--- config.mk ---
export PLATFORM = sky130hd
export DESIGN_NAME = word_narrow
export DESIGN_NICKNAME = d
export VERILOG_FILES = /design/src/rtl/word_narrow_pkg.sv /design/src/rtl/word_narrow_sat.sv /design/src/rtl/word_narrow.sv
export SDC_FILE = /design/constraint.sdc
export NUM_CORES = 1
export LEC_CHECK = 0
export BUFFER_PORTS_ARGS = -buffer_cell sky130_fd_sc_hd__buf_2
export CAP_MARGIN = 10
export CORE_AREA = 4 4 98 90
export DETAILED_ROUTE_END_ITERATION = 16
export DIE_AREA = 0 0 102 94
export GPL_TIMING_DRIVEN = 0
export PLACE_DENSITY = 0.53
export SLEW_MARGIN = 20
export SYNTH_ARGS = -nofsm -noshare
export SYNTH_HDL_FRONTEND = slang
export SYNTH_SLANG_ARGS = --single-unit
--- constraint.sdc ---
create_clock -name clk -period 6.4 [get_ports clk]
set_input_delay 0.96 -clock clk [delete_from_list [all_inputs] [get_ports clk]]
set_output_delay 0.96 -clock clk [all_outputs]
set_load 0.05 [all_outputs]
--- src/rtl/word_narrow_pkg.sv ---
// Shared encodings and helpers for the 32->16 word narrowing block.
package word_narrow_pkg;

  localparam int unsigned IN_W_DEF  = 32;
  localparam int unsigned OUT_W_DEF = 16;

  localparam logic [1:0] MODE_SSAT  = 2'b00;
  localparam logic [1:0] MODE_USAT  = 2'b01;
  localparam logic [1:0] MODE_SPLIT = 2'b10;
  localparam logic [1:0] MODE_TRUNC = 2'b11;

  localparam logic [1:0] ST_IDLE    = 2'd0;
  localparam logic [1:0] ST_BEAT    = 2'd1;
  localparam logic [1:0] ST_HI_PEND = 2'd2;

  localparam logic [OUT_W_DEF-1:0] SAT_POS  = 16'h7FFF;
  localparam logic [OUT_W_DEF-1:0] SAT_NEG  = 16'h8000;
  localparam logic [OUT_W_DEF-1:0] USAT_MAX = 16'hFFFF;

  typedef struct packed {
    logic [OUT_W_DEF-1:0] data;
    logic                 ovf;
  } sat_res_t;

  // True when the word equals the sign extension of its low half.
  function automatic logic fits_s16(input logic [IN_W_DEF-1:0] x);
    return x[IN_W_DEF-1:OUT_W_DEF-1] == {(IN_W_DEF-OUT_W_DEF+1){x[IN_W_DEF-1]}};
  endfunction

endpackage

--- src/rtl/word_narrow_sat.sv ---
// Combinational single-beat narrowing: signed/unsigned saturation and truncation.
module narrow_sat
  import word_narrow_pkg::*;
(
  input  logic [IN_W_DEF-1:0]  word,
  input  logic [1:0]           mode,
  output logic [OUT_W_DEF-1:0] data_c,
  output logic                 ovf_c
);

  sat_res_t res;
  logic     fits;

  assign fits = fits_s16(word);

  always_comb begin
    res = '{data: word[OUT_W_DEF-1:0], ovf: 1'b0};
    case (mode)
      MODE_SSAT: begin
        if (!fits) res = '{data: (word[IN_W_DEF-1] ? SAT_NEG : SAT_POS), ovf: 1'b1};
      end
      MODE_USAT: begin
        if (word[IN_W_DEF-1:OUT_W_DEF] != '0) res = '{data: USAT_MAX, ovf: 1'b1};
      end
      MODE_TRUNC: res.ovf = !fits;
      default: ;
    endcase
  end

  assign data_c = res.data;
  assign ovf_c  = res.ovf;

endmodule

--- src/rtl/word_narrow.sv ---
// Narrows 32-bit words onto a 16-bit valid/ready stream (saturate, truncate or split).
module word_narrow
  import word_narrow_pkg::*;
#(
  parameter int unsigned IN_W  = IN_W_DEF,
  parameter int unsigned OUT_W = OUT_W_DEF
) (
  input  logic             clk,
  input  logic             rst_n,
  input  logic [IN_W-1:0]  in_word,
  input  logic [1:0]       in_mode,
  input  logic             in_valid,
  output logic             in_ready,
  output logic [OUT_W-1:0] out_data,
  output logic             out_valid,
  input  logic             out_ready,
  output logic             out_last,
  output logic             out_ovf
);

  logic [1:0]       state_q, state_d;
  logic [OUT_W-1:0] data_q, data_d;
  logic [OUT_W-1:0] hi_q, hi_d;
  logic             valid_q, valid_d;
  logic             last_q, last_d;
  logic             ovf_q, ovf_d;
  logic [OUT_W-1:0] sat_data_c;
  logic             sat_ovf_c;
  logic             accept;
  logic             out_xfer;

  narrow_sat u_sat (
    .word   (in_word),
    .mode   (in_mode),
    .data_c (sat_data_c),
    .ovf_c  (sat_ovf_c)
  );

  // Combinational path from out_ready: a final beat leaving frees the stage this cycle.
  assign in_ready = !valid_q || (out_ready && last_q);
  assign accept   = in_valid && in_ready;
  assign out_xfer = valid_q && out_ready;

  always_comb begin
    state_d = state_q;
    data_d  = data_q;
    hi_d    = hi_q;
    valid_d = valid_q;
    last_d  = last_q;
    ovf_d   = ovf_q;
    case (state_q)
      ST_HI_PEND: begin
        if (out_xfer) begin
          state_d = ST_BEAT;
          data_d  = hi_q;
          last_d  = 1'b1;
          ovf_d   = 1'b0;
        end
      end
      ST_IDLE, ST_BEAT: begin
        if (accept) begin
          valid_d = 1'b1;
          if (in_mode == MODE_SPLIT) begin
            state_d = ST_HI_PEND;
            data_d  = in_word[OUT_W-1:0];
            hi_d    = in_word[IN_W-1:OUT_W];
            last_d  = 1'b0;
            ovf_d   = 1'b0;
          end else begin
            state_d = ST_BEAT;
            data_d  = sat_data_c;
            last_d  = 1'b1;
            ovf_d   = sat_ovf_c;
          end
        end else if (out_xfer) begin
          state_d = ST_IDLE;
          valid_d = 1'b0;
        end
      end
      default: begin
        state_d = ST_IDLE;
        valid_d = 1'b0;
      end
    endcase
  end

  always_ff @(posedge clk or negedge rst_n) begin
    if (!rst_n) begin
      state_q <= ST_IDLE;
      data_q  <= '0;
      hi_q    <= '0;
      valid_q <= 1'b0;
      last_q  <= 1'b0;
      ovf_q   <= 1'b0;
    end else begin
      state_q <= state_d;
      data_q  <= data_d;
      hi_q    <= hi_d;
      valid_q <= valid_d;
      last_q  <= last_d;
      ovf_q   <= ovf_d;
    end
  end

  assign out_data  = data_q;
  assign out_valid = valid_q;
  assign out_last  = last_q;
  assign out_ovf   = ovf_q;

endmodule
==> results.py <==
metrics = {
    "status": {
        "status": "complete, no violations",
    },
    "setup_path": {
        "reg2reg_depth": 6,
        "worstSetupPathType": "input port to flop",
        "critPathArrivalTime_ns": 3.17,
        "crit_required_ns": 6.55,
        "crit_fanout": 8,
        "worst_setup_path_start_kind": "input port",
        "cp-end-kind": "flop",
    },
    "die": {
        "io_pins": 58,
        "core_um2": 7910,
        "die_h_um": 94,
        "die_area_um2": 9590,
        "start_util_pct": 24.1,
        "die_x_um": 102,
        "rows": 31,
    },
    "clock_tree": {
        "htree_num_levels": 2,
        "clock_sinks": 37,
        "holdBufCountCts": 0,
        "cts_resized": 0,
        "clk_latency_ns": 0.29,
        "path_clk_slew_ns": 0.07,
        "postCtsSetupBuffers": 0,
        "root_buffer": "clkbuf_8",
        "cts_max_path_buffers": 2,
        "cts_made_buffers": 5,
        "cts_tree": "built",
    },
    "place": {
        "placed_cells": 342,
        "dp_slack_ns": 3.06,
        "placed_area_um2": 2320,
        "gp_congestion": 0.739,
        "dpl.hpwl_um": 4000,
        "port_buffers": 57,
    },
    "final_layout": {
        "design_area_um2": 2400,
        "antenna_cells": 0,
        "syn_to_final_growth_pct": 26.0,
        "final_cell_mix": "57 x buf_2, 37 x dfrtp_1, 22 x nor2_1",
        "final_util_pct": 30.4,
        "nets": 289,
        "fillers": 879,
        "fin_cells": 349,
        "drive_gt1_share_pct": 36.0,
        "layout_commonest_cell": "buf_2",
    },
    "detailed_routing": {
        "drtAntennaViolNets": 0,
        "drt_wl_total_um": 5330,
        "drt_iter0_drc": 64,
        "via_per_inst": 4.74,
        "vias": 1655,
        "dr.pass1.iters": 4,
        "drc": 0,
        "detail_route.wl_per_cell_um": 15.3,
    },
    "timing": {
        "rsz0062_at_grt": "no",
        "layout_setup_ws_ns": 3.38,
        "tightest_slew_ns": 0.868,
        "max_freq_mhz": 331,
        "fin_skew_ns": 0.00546,
        "fin_crit_sh_pct": 47.2,
        "slew_viol_final": 0,
        "timing.setup.tns_ns": 0,
        "period_needed_ns": 3.02,
        "final-hold-violation-count": 0,
        "slew_headroom_pct": 42.1,
        "setup_viol": 0,
    },
    "pwr": {
        "max-vdd-ir-drop_uv": 74.5,
        "p_sw_share_pct": 23.0,
        "powerDensity_nw_per_um2": 179,
        "power.leakage_nw": 1.16,
        "p_sw_uw": 98.9,
        "seqPwrFrac_pct": 54.4,
        "internal_power_uw": 331,
        "clockPowerShare_pct": 38.4,
        "combPwrFrac_pct": 7.2,
    },
    "min_path": {
        "worstHoldPathType": "flop to flop",
        "min_path_cells": 1,
    },
    "synth": {
        "syn-instance-count": 186,
        "synth_nets": 225,
        "seq_area_frac_synth_pct": 48.6,
        "yosysUniqueCellTypes": 37,
        "synth_area_um2": 1910,
        "synth.avg_cell_area_um2": 10.3,
        "synth-edff-count": 0,
        "synth_ff_type": "dfrtp_1",
        "yosys_register_bits": 37,
        "async_reset_ff_share_pct": 100,
        "yosys_warnings": 0,
    },
    "global_route": {
        "grt_usage_pct": 11.7,
        "grt_max_degree": 38,
        "grt_overflow": 0,
        "antenna_found_initial": 0,
        "grt_pass1_vias": 1710,
        "grt_pass1_wl_um": 8690,
    },
    "flow_run": {
        "max-cap-violations": 0,
    },
}
cells in the mapped netlist, types with 2 or more instances:
cell | number | area share, %
nor3_1 | 2 | 0.52
a21oi_1 | 12 | 3.1
a2bb2oi_1 | 6 | 2.8
mux2_2 | 16 | 9.4
nand2b_1 | 3 | 0.98
nor2b_1 | 3 | 0.98
dfrtp_1 | 37 | 49
nor2_1 | 22 | 4.3
inv_1 | 10 | 2.0
o21ai_0 | 16 | 4.2
o2bb2ai_1 | 8 | 3.7
nand3_1 | 11 | 2.9
or2_2 | 3 | 0.98
clkbuf_1 | 8 | 1.6
nand4_1 | 4 | 1.3
nand2_1 | 3 | 0.59
or3_1 | 2 | 0.66
path summary, 6_finish.rpt:
path,from,to,slack [ns]
hold reg to reg,hi_q[10],hi_q[10],0.51
hold / removal,hi_q[10],hi_q[10],0.51
min in group asynchronous,rst_n,out_data[7],0.78
max in group asynchronous,rst_n,out_data[3],5.07
setup / recovery,in_word[19],out_data[9],3.38
setup reg to reg,out_valid,hi_q[12],3.80
cell type report:
type / count / area, um^2 / area share, %
Sequential cell: 37 / 926 / 38.5
Multi-Input combinational cell: 131 / 913 / 38.0
Clock buffer: 7 / 86.3 / 3.59
Tap cell: 99 / 124 / 5.16
Timing Repair Buffer: 57 / 285 / 11.9
Inverter: 10 / 37.5 / 1.56
Buffer: 8 / 30.0 / 1.25
registers in the layout, summed over array words and instances, names as in the netlist:
register / flops
hi_q: 16
state_q: 2
out_last: 1
out_valid: 1
out_ovf: 1
out_data: 16
worst max-delay path, stage by stage:
cell and delay (ns):
buf_2 0.12, or4_1 0.54, or4_4 0.51, a221o_1 0.43
a211oi_4 0.47, a21oi_1 0.14
power by group through the flow:
stage	clock network (mW)	registers [mW]	logic (mW)
2_1_floorplan	0	0.238	0.00774
3_3_place_gp	0	0.238	0.0313
3_5_place_dp	0	0.238	0.0317
4_1_cts	0.169	0.234	0.0318
5_1_grt	0.182	0.234	0.0355
6_report	0.165	0.234	0.0309
cell families (layout without fill, tap and decap cells):
group / Yosys count / in the layout / synth area share, %
AOI/OAI and AO/OA: 54 / 54 / 21.3
adders and majority gates: 1 / 1 / 0.656
buffers and inverters: 18 / 82 / 3.54
DFF: 37 / 37 / 48.6
muxes: 16 / 16 / 9.45
and+or+nand+nor: 60 / 60 / 16.5
through the flow:
step	hold WS [ns]	total power, mW
after floorplan	0.481	0.246
after global placement	0.492	0.269
after detailed placement	0.499	0.270
after CTS	0.514	0.435
after global routing	0.516	0.451
final	0.514	0.430
metal layers:
metal | GRT usage, % | vias up | part of all wire [%]
li1 | - | 811 | -
met1 | 15.9 | 804 | 47
met2 | 18.0 | 34 | 47
met3 | 4.08 | 6 | 5.0
met4 | 2.62 | 0 | 0.88
met5 | 0 | - | 0
Note: power is estimated with default switching activity, not from simulation.
